### config.mk
export PLATFORM = sky130hd
export DESIGN_NAME = alu_ctrl_issue_flat
export DESIGN_NICKNAME = d
export VERILOG_FILES = /design/src/rtl/alu_ctrl_issue_if.sv /design/src/rtl/alu_ctrl_issue.sv /design/src/flat_wrapper.sv
export SDC_FILE = /design/constraint.sdc
export NUM_CORES = 1
export LEC_CHECK = 0
export ABC_AREA = 1
export CAP_MARGIN = 20
export CORE_MARGIN = 2
export CORE_UTILIZATION = 48
export CTS_CLUSTER_SIZE = 28
export DETAILED_ROUTE_END_ITERATION = 16
export PLACE_DENSITY = 0.78
export SLEW_MARGIN = 20
export SYNTH_ARGS = -nofsm -noshare
export SYNTH_HDL_FRONTEND = slang
export SYNTH_SLANG_ARGS = --single-unit
export TNS_END_PERCENT = 5
### constraint.sdc
create_clock -name Clk -period 1.88 [get_ports Clk]
set_input_delay 0.282 -clock Clk [delete_from_list [all_inputs] [get_ports Clk]]
set_output_delay 0.282 -clock Clk [all_outputs]
set_load 0.05 [all_outputs]
### src/rtl/alu_ctrl_issue_if.sv
// ---------------------------------------------------------------------------
// alu_ctrl_issue_if
//   Bundles the ID -> EX issue signals of the ALU control stage.
//   master : the ID-side driver (instruction fields, valid, stall, flush);
//            it observes the issued op and the Busy back-pressure.
//   slave  : the alu_ctrl_issue block itself.
//   Signals:
//     Opcode[5:0]     instruction[31:26]
//     Funct[5:0]      instruction[5:0]
//     InValid         ID presents a valid instruction
//     Stall           downstream hold, freezes the EX register
//     Flush           kill the EX-stage contents
//     ALUControl[3:0] registered ALU op code
//     OutValid        ALUControl carries a valid op this cycle
//     IllegalOp       registered, issued op decoded to the error code
//     Busy            combinational, ID must hold its instruction
// ---------------------------------------------------------------------------
interface alu_ctrl_issue_if;
  logic [5:0] Opcode;
  logic [5:0] Funct;
  logic       InValid;
  logic       Stall;
  logic       Flush;
  logic [3:0] ALUControl;
  logic       OutValid;
  logic       IllegalOp;
  logic       Busy;

  modport master (
    output Opcode, Funct, InValid, Stall, Flush,
    input  ALUControl, OutValid, IllegalOp, Busy
  );

  modport slave (
    input  Opcode, Funct, InValid, Stall, Flush,
    output ALUControl, OutValid, IllegalOp, Busy
  );
endinterface

### src/rtl/alu_ctrl_issue.sv
// ---------------------------------------------------------------------------
// alu_ctrl_issue
//   Decodes MIPS Opcode/Funct into the 4-bit ALUControl code and registers it
//   into the ID/EX boundary with valid/stall/flush handling. A multiply
//   (code 15) occupies EX for MUL_CYCLES cycles and back-pressures decode.
//   Ports:
//     Clk      rising-edge clock
//     Reset    synchronous, active-high reset
//     alu_bus  alu_ctrl_issue_if.slave (Opcode, Funct, InValid, Stall, Flush
//              in; ALUControl, OutValid, IllegalOp, Busy out)
//   Parameter:
//     MUL_CYCLES  EX occupancy of a multiply in cycles (1..15)
//   Build option:
//     ALU_ROTATE_EN  when defined, R-type Funct 0x04/0x06 decode to rotl (8)
//                    and rotr (9); otherwise both decode to the error code.
// ---------------------------------------------------------------------------
module alu_ctrl_issue #(
  parameter int unsigned MUL_CYCLES = 4
) (
  input logic            Clk,
  input logic            Reset,
  alu_ctrl_issue_if.slave alu_bus
);

  typedef enum logic [0:0] {
    ST_IDLE = 1'b0,
    ST_MUL  = 1'b1
  } state_t;

  localparam logic [3:0] CODE_ERR = 4'd14;
  localparam logic [3:0] CODE_MUL = 4'd15;
  // Counter preload; when it reaches 1 the multiply completes on the next edge.
  localparam logic [3:0] MUL_LOAD = 4'(MUL_CYCLES - 32'd1);
  localparam logic       MUL_MULTI = (MUL_CYCLES > 32'd1);

  state_t     state_q, state_d;
  logic [3:0] cnt_q, cnt_d;
  logic [3:0] alu_q, alu_d;
  logic       valid_q, valid_d;
  logic       ill_q, ill_d;
  logic [3:0] dec_code_s;
  logic       busy_s;
  logic       accept_s;

  // Pure Opcode/Funct -> ALU code decode.
  function automatic logic [3:0] decode_op(input logic [5:0] op, input logic [5:0] fn);
    logic [3:0] code;
    code = CODE_ERR;
    case (op)
      6'h00: begin
        case (fn)
          6'h20, 6'h21: code = 4'd2;
          6'h22, 6'h23: code = 4'd6;
          6'h24:        code = 4'd0;
          6'h25:        code = 4'd1;
          6'h26:        code = 4'd3;
          6'h27:        code = 4'd12;
          6'h2A:        code = 4'd7;
          6'h00:        code = 4'd4;
          6'h02:        code = 4'd5;
`ifdef ALU_ROTATE_EN
          6'h04:        code = 4'd8;
          6'h06:        code = 4'd9;
`else
          6'h04, 6'h06: code = CODE_ERR;
`endif
          default:      code = CODE_ERR;
        endcase
      end
      6'h1C: begin
        if (fn == 6'h02) begin
          code = CODE_MUL;
        end else begin
          code = CODE_ERR;
        end
      end
      6'h08, 6'h09, 6'h23, 6'h2B: code = 4'd2;
      6'h0C:        code = 4'd0;
      6'h0D:        code = 4'd1;
      6'h0E:        code = 4'd3;
      6'h0A:        code = 4'd7;
      6'h04, 6'h05: code = 4'd6;
      default:      code = CODE_ERR;
    endcase
    return code;
  endfunction

  // Decode of the instruction currently presented by ID.
  always_comb begin
    dec_code_s = decode_op(alu_bus.Opcode, alu_bus.Funct);
  end

  // Back-pressure and accept qualification.
  always_comb begin
    busy_s   = (state_q == ST_MUL) | alu_bus.Stall;
    accept_s = alu_bus.InValid & ~busy_s & ~alu_bus.Stall & ~alu_bus.Flush;
  end

  // Next-state logic: Flush beats Stall beats Accept.
  always_comb begin
    state_d = state_q;
    cnt_d   = cnt_q;
    alu_d   = alu_q;
    valid_d = valid_q;
    ill_d   = ill_q;
    if (alu_bus.Flush) begin
      valid_d = 1'b0;
      ill_d   = 1'b0;
      state_d = ST_IDLE;
      cnt_d   = 4'd0;
    end else if (alu_bus.Stall) begin
      // Hold every register.
      state_d = state_q;
    end else begin
      case (state_q)
        ST_IDLE: begin
          if (accept_s) begin
            alu_d = dec_code_s;
            ill_d = (dec_code_s == CODE_ERR);
            if ((dec_code_s == CODE_MUL) && MUL_MULTI) begin
              valid_d = 1'b0;
              state_d = ST_MUL;
              cnt_d   = MUL_LOAD;
            end else begin
              valid_d = 1'b1;
            end
          end else begin
            // Bubble: ALUControl and IllegalOp keep their values.
            valid_d = 1'b0;
          end
        end
        ST_MUL: begin
          if (cnt_q == 4'd1) begin
            valid_d = 1'b1;
            state_d = ST_IDLE;
            cnt_d   = 4'd0;
          end else begin
            valid_d = 1'b0;
            cnt_d   = cnt_q - 4'd1;
          end
        end
        default: begin
          valid_d = 1'b0;
          state_d = ST_IDLE;
          cnt_d   = 4'd0;
        end
      endcase
    end
  end

  // State and output registers with synchronous reset.
  always_ff @(posedge Clk) begin
    if (Reset) begin
      state_q <= ST_IDLE;
      cnt_q   <= 4'd0;
      alu_q   <= 4'd0;
      valid_q <= 1'b0;
      ill_q   <= 1'b0;
    end else begin
      state_q <= state_d;
      cnt_q   <= cnt_d;
      alu_q   <= alu_d;
      valid_q <= valid_d;
      ill_q   <= ill_d;
    end
  end

  assign alu_bus.ALUControl = alu_q;
  assign alu_bus.OutValid   = valid_q;
  assign alu_bus.IllegalOp  = ill_q;
  assign alu_bus.Busy       = busy_s;

endmodule

### src/flat_wrapper.sv
// flat-port wrapper written by rule: the top's interface ports become plain ports
module alu_ctrl_issue_flat 
#(
  parameter int unsigned MUL_CYCLES = 4
)
  (Clk, Reset, alu_bus_Opcode, alu_bus_Funct, alu_bus_InValid, alu_bus_Stall, alu_bus_Flush, alu_bus_ALUControl, alu_bus_OutValid, alu_bus_IllegalOp, alu_bus_Busy);
  alu_ctrl_issue_if alu_bus_i ();
  input logic Clk;
  input logic Reset;
  input wire logic [$bits(alu_bus_i.Opcode)-1:0] alu_bus_Opcode;
  input wire logic [$bits(alu_bus_i.Funct)-1:0] alu_bus_Funct;
  input wire logic [$bits(alu_bus_i.InValid)-1:0] alu_bus_InValid;
  input wire logic [$bits(alu_bus_i.Stall)-1:0] alu_bus_Stall;
  input wire logic [$bits(alu_bus_i.Flush)-1:0] alu_bus_Flush;
  output wire logic [$bits(alu_bus_i.ALUControl)-1:0] alu_bus_ALUControl;
  output wire logic [$bits(alu_bus_i.OutValid)-1:0] alu_bus_OutValid;
  output wire logic [$bits(alu_bus_i.IllegalOp)-1:0] alu_bus_IllegalOp;
  output wire logic [$bits(alu_bus_i.Busy)-1:0] alu_bus_Busy;
  assign alu_bus_i.Opcode = alu_bus_Opcode;
  assign alu_bus_i.Funct = alu_bus_Funct;
  assign alu_bus_i.InValid = alu_bus_InValid;
  assign alu_bus_i.Stall = alu_bus_Stall;
  assign alu_bus_i.Flush = alu_bus_Flush;
  assign alu_bus_ALUControl = alu_bus_i.ALUControl;
  assign alu_bus_OutValid = alu_bus_i.OutValid;
  assign alu_bus_IllegalOp = alu_bus_i.IllegalOp;
  assign alu_bus_Busy = alu_bus_i.Busy;
  alu_ctrl_issue #(.MUL_CYCLES(MUL_CYCLES)) u_core (.Clk(Clk), .Reset(Reset), .alu_bus(alu_bus_i));
endmodule
Word level (Yosys, flattened, before mapping)
Memory sizes are Yosys's and may differ from the RTL's.
Index checks and enable logic that the tools add are counted.
- add/subtract/negate cells: 1
- equality and inequality tests: 17
- multiplexer cells: 14
- bitwise operators: 8
- reductions and logical operators: 7
- operators by type and width (kind ; number):
    6-bit by 4-bit equality test with 1-bit output (second input constant) ; 6
    4-bit case mux with 8 select lines ; 1
    6-bit by 3-bit equality test with 1-bit output (second input constant) ; 2
    6-bit equality test (second input constant) ; 2
    4-bit 2-to-1 mux ; 3
    4-bit equality test (second input constant) ; 2
    4-bit case mux with 2 select lines ; 1
    1-bit 2-to-1 mux ; 7
    6-bit by 2-bit equality test with 1-bit output (second input constant) ; 1
    6-bit by 5-bit equality test with 1-bit output (second input constant) ; 1
    6-bit zero test ; 1
    3-bit AND reduction ; 2
    4-bit by 1-bit equality test with 1-bit output (second input constant) ; 1
    2-bit by 1-bit != test with 1-bit output (second input constant) ; 2
    1-bit inverter ; 4
    1-bit case mux with 2 select lines ; 2
    4-bit AND reduction ; 1
    2-bit OR reduction ; 2
    4-bit OR reduction ; 1
    4-bit by 1-bit subtractor with 4-bit output (second input constant) ; 1
    1-bit bitwise AND ; 3
    1-bit OR ; 1
- register bits: 11
- ROM bits: 256
- memories kept: 1
- memory list (name ; words ; width ; read ports ; clocked after Yosys merged registers in ; wr ports ; line ; text):
    (name not given) ; 64 ; 4 ; 1 ; 0 ; 0 ; alu_ctrl_issue.sv:51 ; case (fn)

Depth between registers and ports, before layout
- word-level depth: 7
- depth in mapped cells: 12
- gate-level depth less buffers: 12

Least setup slack after synthesis
OpenSTA, ideal clock, no wires.
- kind: input-to-reg
- from: input port alu_bus_Funct[0]
- to: register u_core.cnt_q[2]
- setup time: 0.115 ns
- arrival: 1.296 ns
- slack: 0.469 ns
- cell stages on the path: 12
- path buffers: 0
- cells stage by stage: inv_1 ha_1 nor2_1 nand3_1 nand2_1 nor2_1 nor2_1 nand3_4 nand4_4 nand3_1 nand2_1 nor2_1
- cells in the longest elaborated chain, start to end: 6
- elaborated cells between the ends (all ways): 7
- classes of those cells: eq/ne: 3; mux: 2; reduce/logical: 1; memory: 1
- ends and longest elaborated chain (element ; line ; text):
    start, declared ; flat_wrapper.sv:11 ; input wire logic [$bits(alu_bus_i.Funct)-1:0] alu_bus_Funct;
    branches (longest 2 deep; another with memory 64 x 4 bit) ; - ;
    4-bit case mux with 8 select lines * ; alu_ctrl_issue.sv:49 ; case (op)
    4-bit equality test * ; alu_ctrl_issue.sv:120 ; if ((dec_code_s == CODE_MUL) && MUL_MULTI) begin
    2-bit by 1-bit != test with 1-bit output (no source line) * ; - ;
    3-bit AND reduction (no source line) * ; - ;
    end signal, assigned ; alu_ctrl_issue.sv:161 ; cnt_q <= cnt_d;
    end, declared ; alu_ctrl_issue.sv:37 ; logic [3:0] cnt_q, cnt_d;
Mark *: on every way between the ends.
A chain may end at the register's enable or synchronous reset.

Final worst setup path
- from: input port alu_bus_Funct[0]
- to: register u_core.cnt_q[3]
Same word-level chain as after synthesis.

==> impl_results.html <==
<table>
<tr><th>Metric</th><th>Value</th></tr>
<tr><th colspan="2">Synthesis</th></tr>
<tr><td>Share of Yosys cell area claimed by the top area cell type</td><td>roughly 22%</td></tr>
<tr><td>Average instance area after synthesis</td><td>between 6 and 7 um2</td></tr>
<tr><td>Cells after Synth</td><td>150</td></tr>
<tr><td>Post-Syn Area</td><td>a little under 1000 um2</td></tr>
<tr><td>Largest cells by area after synthesis</td><td>sky130_fd_sc_hd__dfxtp_1, sky130_fd_sc_hd__nor2_1, sky130_fd_sc_hd__nand3_1, sky130_fd_sc_hd__inv_1, sky130_fd_sc_hd__nand2_1</td></tr>
<tr><td>Biggest area consumer among synthesized cells</td><td>sky130_fd_sc_hd__dfxtp_1</td></tr>
<tr><td>Synthesis Warnings</td><td>0</td></tr>
<tr><td>FFs w/ async S/R, synth</td><td>0%</td></tr>
<tr><td>Distinct cell type count of the synthesized netlist</td><td>23</td></tr>
<tr><td>Most frequently used flop master after synthesis</td><td>sky130_fd_sc_hd__dfxtp_1</td></tr>
<tr><td>Seq cells post-synth</td><td>11</td></tr>
<tr><td>Number of flops mapped to enable cells by yosys</td><td>0</td></tr>
<tr><td>Synthesized netlist net count</td><td>approximately 170</td></tr>
<tr><td>Fraction of the yosys area taken by sequential cells</td><td>~22%</td></tr>
<tr><th colspan="2">Drt</th></tr>
<tr><td>Wire per inst</td><td>about 10 um</td></tr>
<tr><td>Iteration-0 DRC count of the detailed router</td><td>22</td></tr>
<tr><td>Met3 Wirelength</td><td>around 60 um</td></tr>
<tr><td>Detailed route wirelength on metal2</td><td>1120 um</td></tr>
<tr><td>DRC violations left</td><td>0</td></tr>
<tr><td>Count of nets left with antenna violations after detail routing</td><td>0</td></tr>
<tr><td>Number of search-and-repair iterations in the first detailed-routing pass</td><td>4</td></tr>
<tr><td>Vias per cell</td><td>between 4 and 5</td></tr>
<tr><td>Detailed Route WL</td><td>between 2000 and 2500 um</td></tr>
<tr><td>Highest layer used for signal routing</td><td>met4</td></tr>
<tr><td>M1 wire length</td><td>875 um</td></tr>
<tr><td>Via Count</td><td>approximately 1000</td></tr>
<tr><th colspan="2">Power and ir drop</th></tr>
<tr><td>Standby leakage power</td><td>around 0.65 nW</td></tr>
<tr><td>Maximum VDD drop</td><td>approximately 0.43 mV</td></tr>
<tr><td>Power density relative to cell area</td><td>between 400 and 500 nW/um2</td></tr>
<tr><th colspan="2">Clock network</th></tr>
<tr><td>TritonCTS Buffers</td><td>3</td></tr>
<tr><td>H-Tree Depth</td><td>1</td></tr>
<tr><td>CTS clk-pin slew, worst paths</td><td>approximately 70 ps</td></tr>
<tr><td>Clock latency at the later pin of the worst-skew pair</td><td>approximately 270 ps</td></tr>
<tr><td>Number of buffers inserted by hold repair at cts</td><td>0</td></tr>
<tr><td>CTS tree</td><td>yes</td></tr>
<tr><td>Maximum buffer depth of the clock tree</td><td>2</td></tr>
<tr><td>Clock tree root driver cell</td><td>sky130_fd_sc_hd__clkbuf_4</td></tr>
<tr><td>Sink count of the clock tree</td><td>11</td></tr>
<tr><th colspan="2">Critical path</th></tr>
<tr><td>Length in cells of the worst reg-to-reg path</td><td>5</td></tr>
<tr><td>Highest net fanout along the worst path</td><td>7</td></tr>
<tr><td>Startpoint of the worst-slack reg-to-reg timing path</td><td>u_core.state_q</td></tr>
<tr><td>Worst Path Required</td><td>2050 ps</td></tr>
<tr><td>Critical Path, Cell by Cell</td><td>clkdlybuf4s50_1 -&gt; inv_1 -&gt; ha_1 -&gt; o21ai_0 -&gt; nand3_1 -&gt; nand3_2 -&gt; nand4_4 -&gt; a21oi_2 -&gt; nor2_1</td></tr>
<tr><td>Worst Setup SP</td><td>alu_bus_Funct[0]</td></tr>
<tr><td>Crit-path max cell delay</td><td>roughly 480 ps</td></tr>
<tr><td>Master of the slowest instance on the critical path</td><td>sky130_fd_sc_hd__clkdlybuf4s50_1</td></tr>
<tr><td>Arrival time of data at the critical path endpoint</td><td>around 1900 ps</td></tr>
<tr><td>Worst setup path class</td><td>in2reg</td></tr>
<tr><td>Crit. End Element</td><td>register</td></tr>
<tr><td>Critical path startpoint category</td><td>primary input</td></tr>
<tr><th colspan="2">Global routing</th></tr>
<tr><td>GRT Residual Overflow</td><td>0</td></tr>
<tr><td>Pin count of the biggest net entering global routing</td><td>8</td></tr>
<tr><td>Global router's overall resource usage</td><td>around a fifth</td></tr>
<tr><td>Initial antenna violation count</td><td>0</td></tr>
<tr><td>Vias in the first global route</td><td>1028</td></tr>
<tr><td>Global-route wire length before repair</td><td>between 3000 and 4000 um</td></tr>
<tr><th colspan="2">Worst hold path</th></tr>
<tr><td>Hold-critical path depth</td><td>2</td></tr>
<tr><td>Class of the tightest hold or removal check</td><td>reg2reg</td></tr>
<tr><td>Hold Startpoint</td><td>u_core.alu_bus.IllegalOp</td></tr>
<tr><th colspan="2">Timing</th></tr>
<tr><td>Final worst-path setup slack</td><td>approximately 140 ps</td></tr>
<tr><td>Hold Slack</td><td>472 ps</td></tr>
<tr><td>Post-layout min period</td><td>1740 ps</td></tr>
<tr><td>Final Max Slew Viols</td><td>0</td></tr>
<tr><td>Setup-violating endpoint count in the final report</td><td>0</td></tr>
<tr><td>Number of endpoints with negative hold slack in the final report</td><td>0</td></tr>
<tr><td>Worst-case headroom to the max-slew limit</td><td>between 60% and 70%</td></tr>
<tr><td>Share of the clock period used by the worst path after layout</td><td>92.8%</td></tr>
<tr><td>Unrepaired setup endpoints after global routing</td><td>true</td></tr>
<tr><td>Highest clock frequency the design can meet</td><td>573 MHz</td></tr>
<tr><td>Post-route clock skew</td><td>3.95 ps</td></tr>
<tr><td>Measured slew at the worst slew-check pin</td><td>between 500 and 600 ps</td></tr>
<tr><th colspan="2">Finish</th></tr>
<tr><td>Area of the multi-input gates</td><td>about 660 um2</td></tr>
<tr><td>Seq. cell area</td><td>220 um2</td></tr>
<tr><td>Filler Cells Inserted</td><td>approximately 190</td></tr>
<tr><td>Area grow syn2layout</td><td>35.1%</td></tr>
<tr><td>Design Area, Final</td><td>between 1000 and 1500 um2</td></tr>
<tr><td>Utilization of the core after routing</td><td>approximately two thirds</td></tr>
<tr><td>Highest-count cells in the layout ignoring fill and taps</td><td>sky130_fd_sc_hd__nor2_1, sky130_fd_sc_hd__inv_1, sky130_fd_sc_hd__clkdlybuf4s50_1</td></tr>
<tr><td>Layout cell share with drive strength beyond 1</td><td>about a fifth</td></tr>
<tr><td>Post-layout net count</td><td>a little over 200</td></tr>
<tr><td>Most frequent standard cell in the layout excluding fill and tap cells</td><td>sky130_fd_sc_hd__nor2_1</td></tr>
<tr><td>Diode count</td><td>0</td></tr>
<tr><th colspan="2">Floorplan</th></tr>
<tr><td>Die height</td><td>a little under 50 um</td></tr>
<tr><td>DIE WIDTH</td><td>between 40 and 50 um</td></tr>
<tr><td>Starting density of the core</td><td>50.5%</td></tr>
<tr><td>Area of the die</td><td>~2400 um2</td></tr>
<tr><td>FP Rows</td><td>16</td></tr>
<tr><td>Core footprint</td><td>1940 um2</td></tr>
<tr><td>Ports</td><td>24</td></tr>
<tr><th colspan="2">Placement</th></tr>
<tr><td>HPWL reported at the end of detailed placement</td><td>around 1800 um</td></tr>
<tr><td>Place WS</td><td>-149 ps</td></tr>
<tr><td>Area after detailed placement</td><td>1290 um2</td></tr>
<tr><td>IO Port Bufs</td><td>23</td></tr>
<tr><td>Final GP Congestion</td><td>roughly 0.82</td></tr>
<tr><th colspan="2">Flow run</th></tr>
<tr><td>Max Cap Viol</td><td>0</td></tr>
<tr><th colspan="2">Run status</th></tr>
<tr><td>Run status</td><td>finished clean</td></tr>
</table>
-- final cells by class --
| cell class | instances | share of cell area [%] |
|---|---|---|
| inverters | 28 | 7.93 |
| clock buffers | 4 | 1.98 |
| multi-input cells | 111 | 50.0 |
| well taps | 27 | 2.55 |
| flip-flops and latches | 11 | 16.6 |
| repair buffers | 28 | 21.0 |
-- registers in the layout, indices dropped and copies added, names as in the netlist --
name,flops
u_core.alu_bus.ALUControl,4
u_core.alu_bus.IllegalOp,1
u_core.alu_bus.OutValid,1
u_core.cnt_q,4
u_core.state_q,1
-- worst max-delay path, delay by kind of cell --
kind | cells | cell delay, ps
compound gates | 2 | 320
simple gates | 4 | 460
buf+inv | 2 | 560
fa+ha+maj | 1 | 280
-- report_power, final --
part / internal (mW) / total [mW] / switching (mW)
combinational: 0.0774 / 0.176 / 0.0984
sequential: 0.239 / 0.241 / 0.00258
clock: 0.0822 / 0.159 / 0.0769
total: 0.398 / 0.576 / 0.178
-- per-stage QoR --
step	power [mW]	TNS, ps	instances
after floorplan	0.344	0	150
after global placement	0.419	-468	205
after detailed placement	0.422	-777	205
after CTS	0.581	0	209
after global routing	0.614	-1.84	209
final	0.576	0	209
-- kinds of logic after synthesis --
| group | Yosys count | synth area share, % |
|---|---|---|
| and+or+nand+nor | 88 | 50.0 |
| buffers and inverters | 28 | 10.7 |
| AOI/OAI and AO/OA | 16 | 8.67 |
| DFF | 11 | 22.4 |
| adders and majority gates | 5 | 6.38 |
| xor gates and xnor gates | 2 | 1.79 |
-- path summary, 6_finish.rpt --
check | to | slack, ps
setup / recovery | u_core.cnt_q[3] | 140
hold / removal | u_core.alu_bus.IllegalOp | 470
hold reg to reg | u_core.alu_bus.IllegalOp | 470
setup reg to reg | u_core.cnt_q[3] | 440
-- per-layer routing --
metal  vias up  global-route usage, %
met5         -                      0
met4         0                   7.14
met3         5                   5.52
met2        15                   39.6
met1       452                   21.6
li1        539                      -
-- cell usage after synthesis (2+ instances only) --
cell type,n
sky130_fd_sc_hd__inv_1,24
sky130_fd_sc_hd__nor2_1,29
sky130_fd_sc_hd__inv_2,4
sky130_fd_sc_hd__o21ai_0,5
sky130_fd_sc_hd__nand2_4,2
sky130_fd_sc_hd__nor3_1,3
sky130_fd_sc_hd__nand2_2,3
sky130_fd_sc_hd__nor2_4,4
sky130_fd_sc_hd__nand2_1,18
sky130_fd_sc_hd__dfxtp_1,11
sky130_fd_sc_hd__nand3_1,18
sky130_fd_sc_hd__o211ai_1,2
sky130_fd_sc_hd__ha_1,5
sky130_fd_sc_hd__a21oi_1,9
sky130_fd_sc_hd__nand3_2,4
sky130_fd_sc_hd__nor2_2,2
-- what timing repair did --
item | CTS | global route
gates resized for setup | 0 | 2
setup buffers | 0 | 0
endpoints found under the hold margin | 0 | 0
setup endpoints to repair | 0 | 5
(Power assumes the default switching activity.)
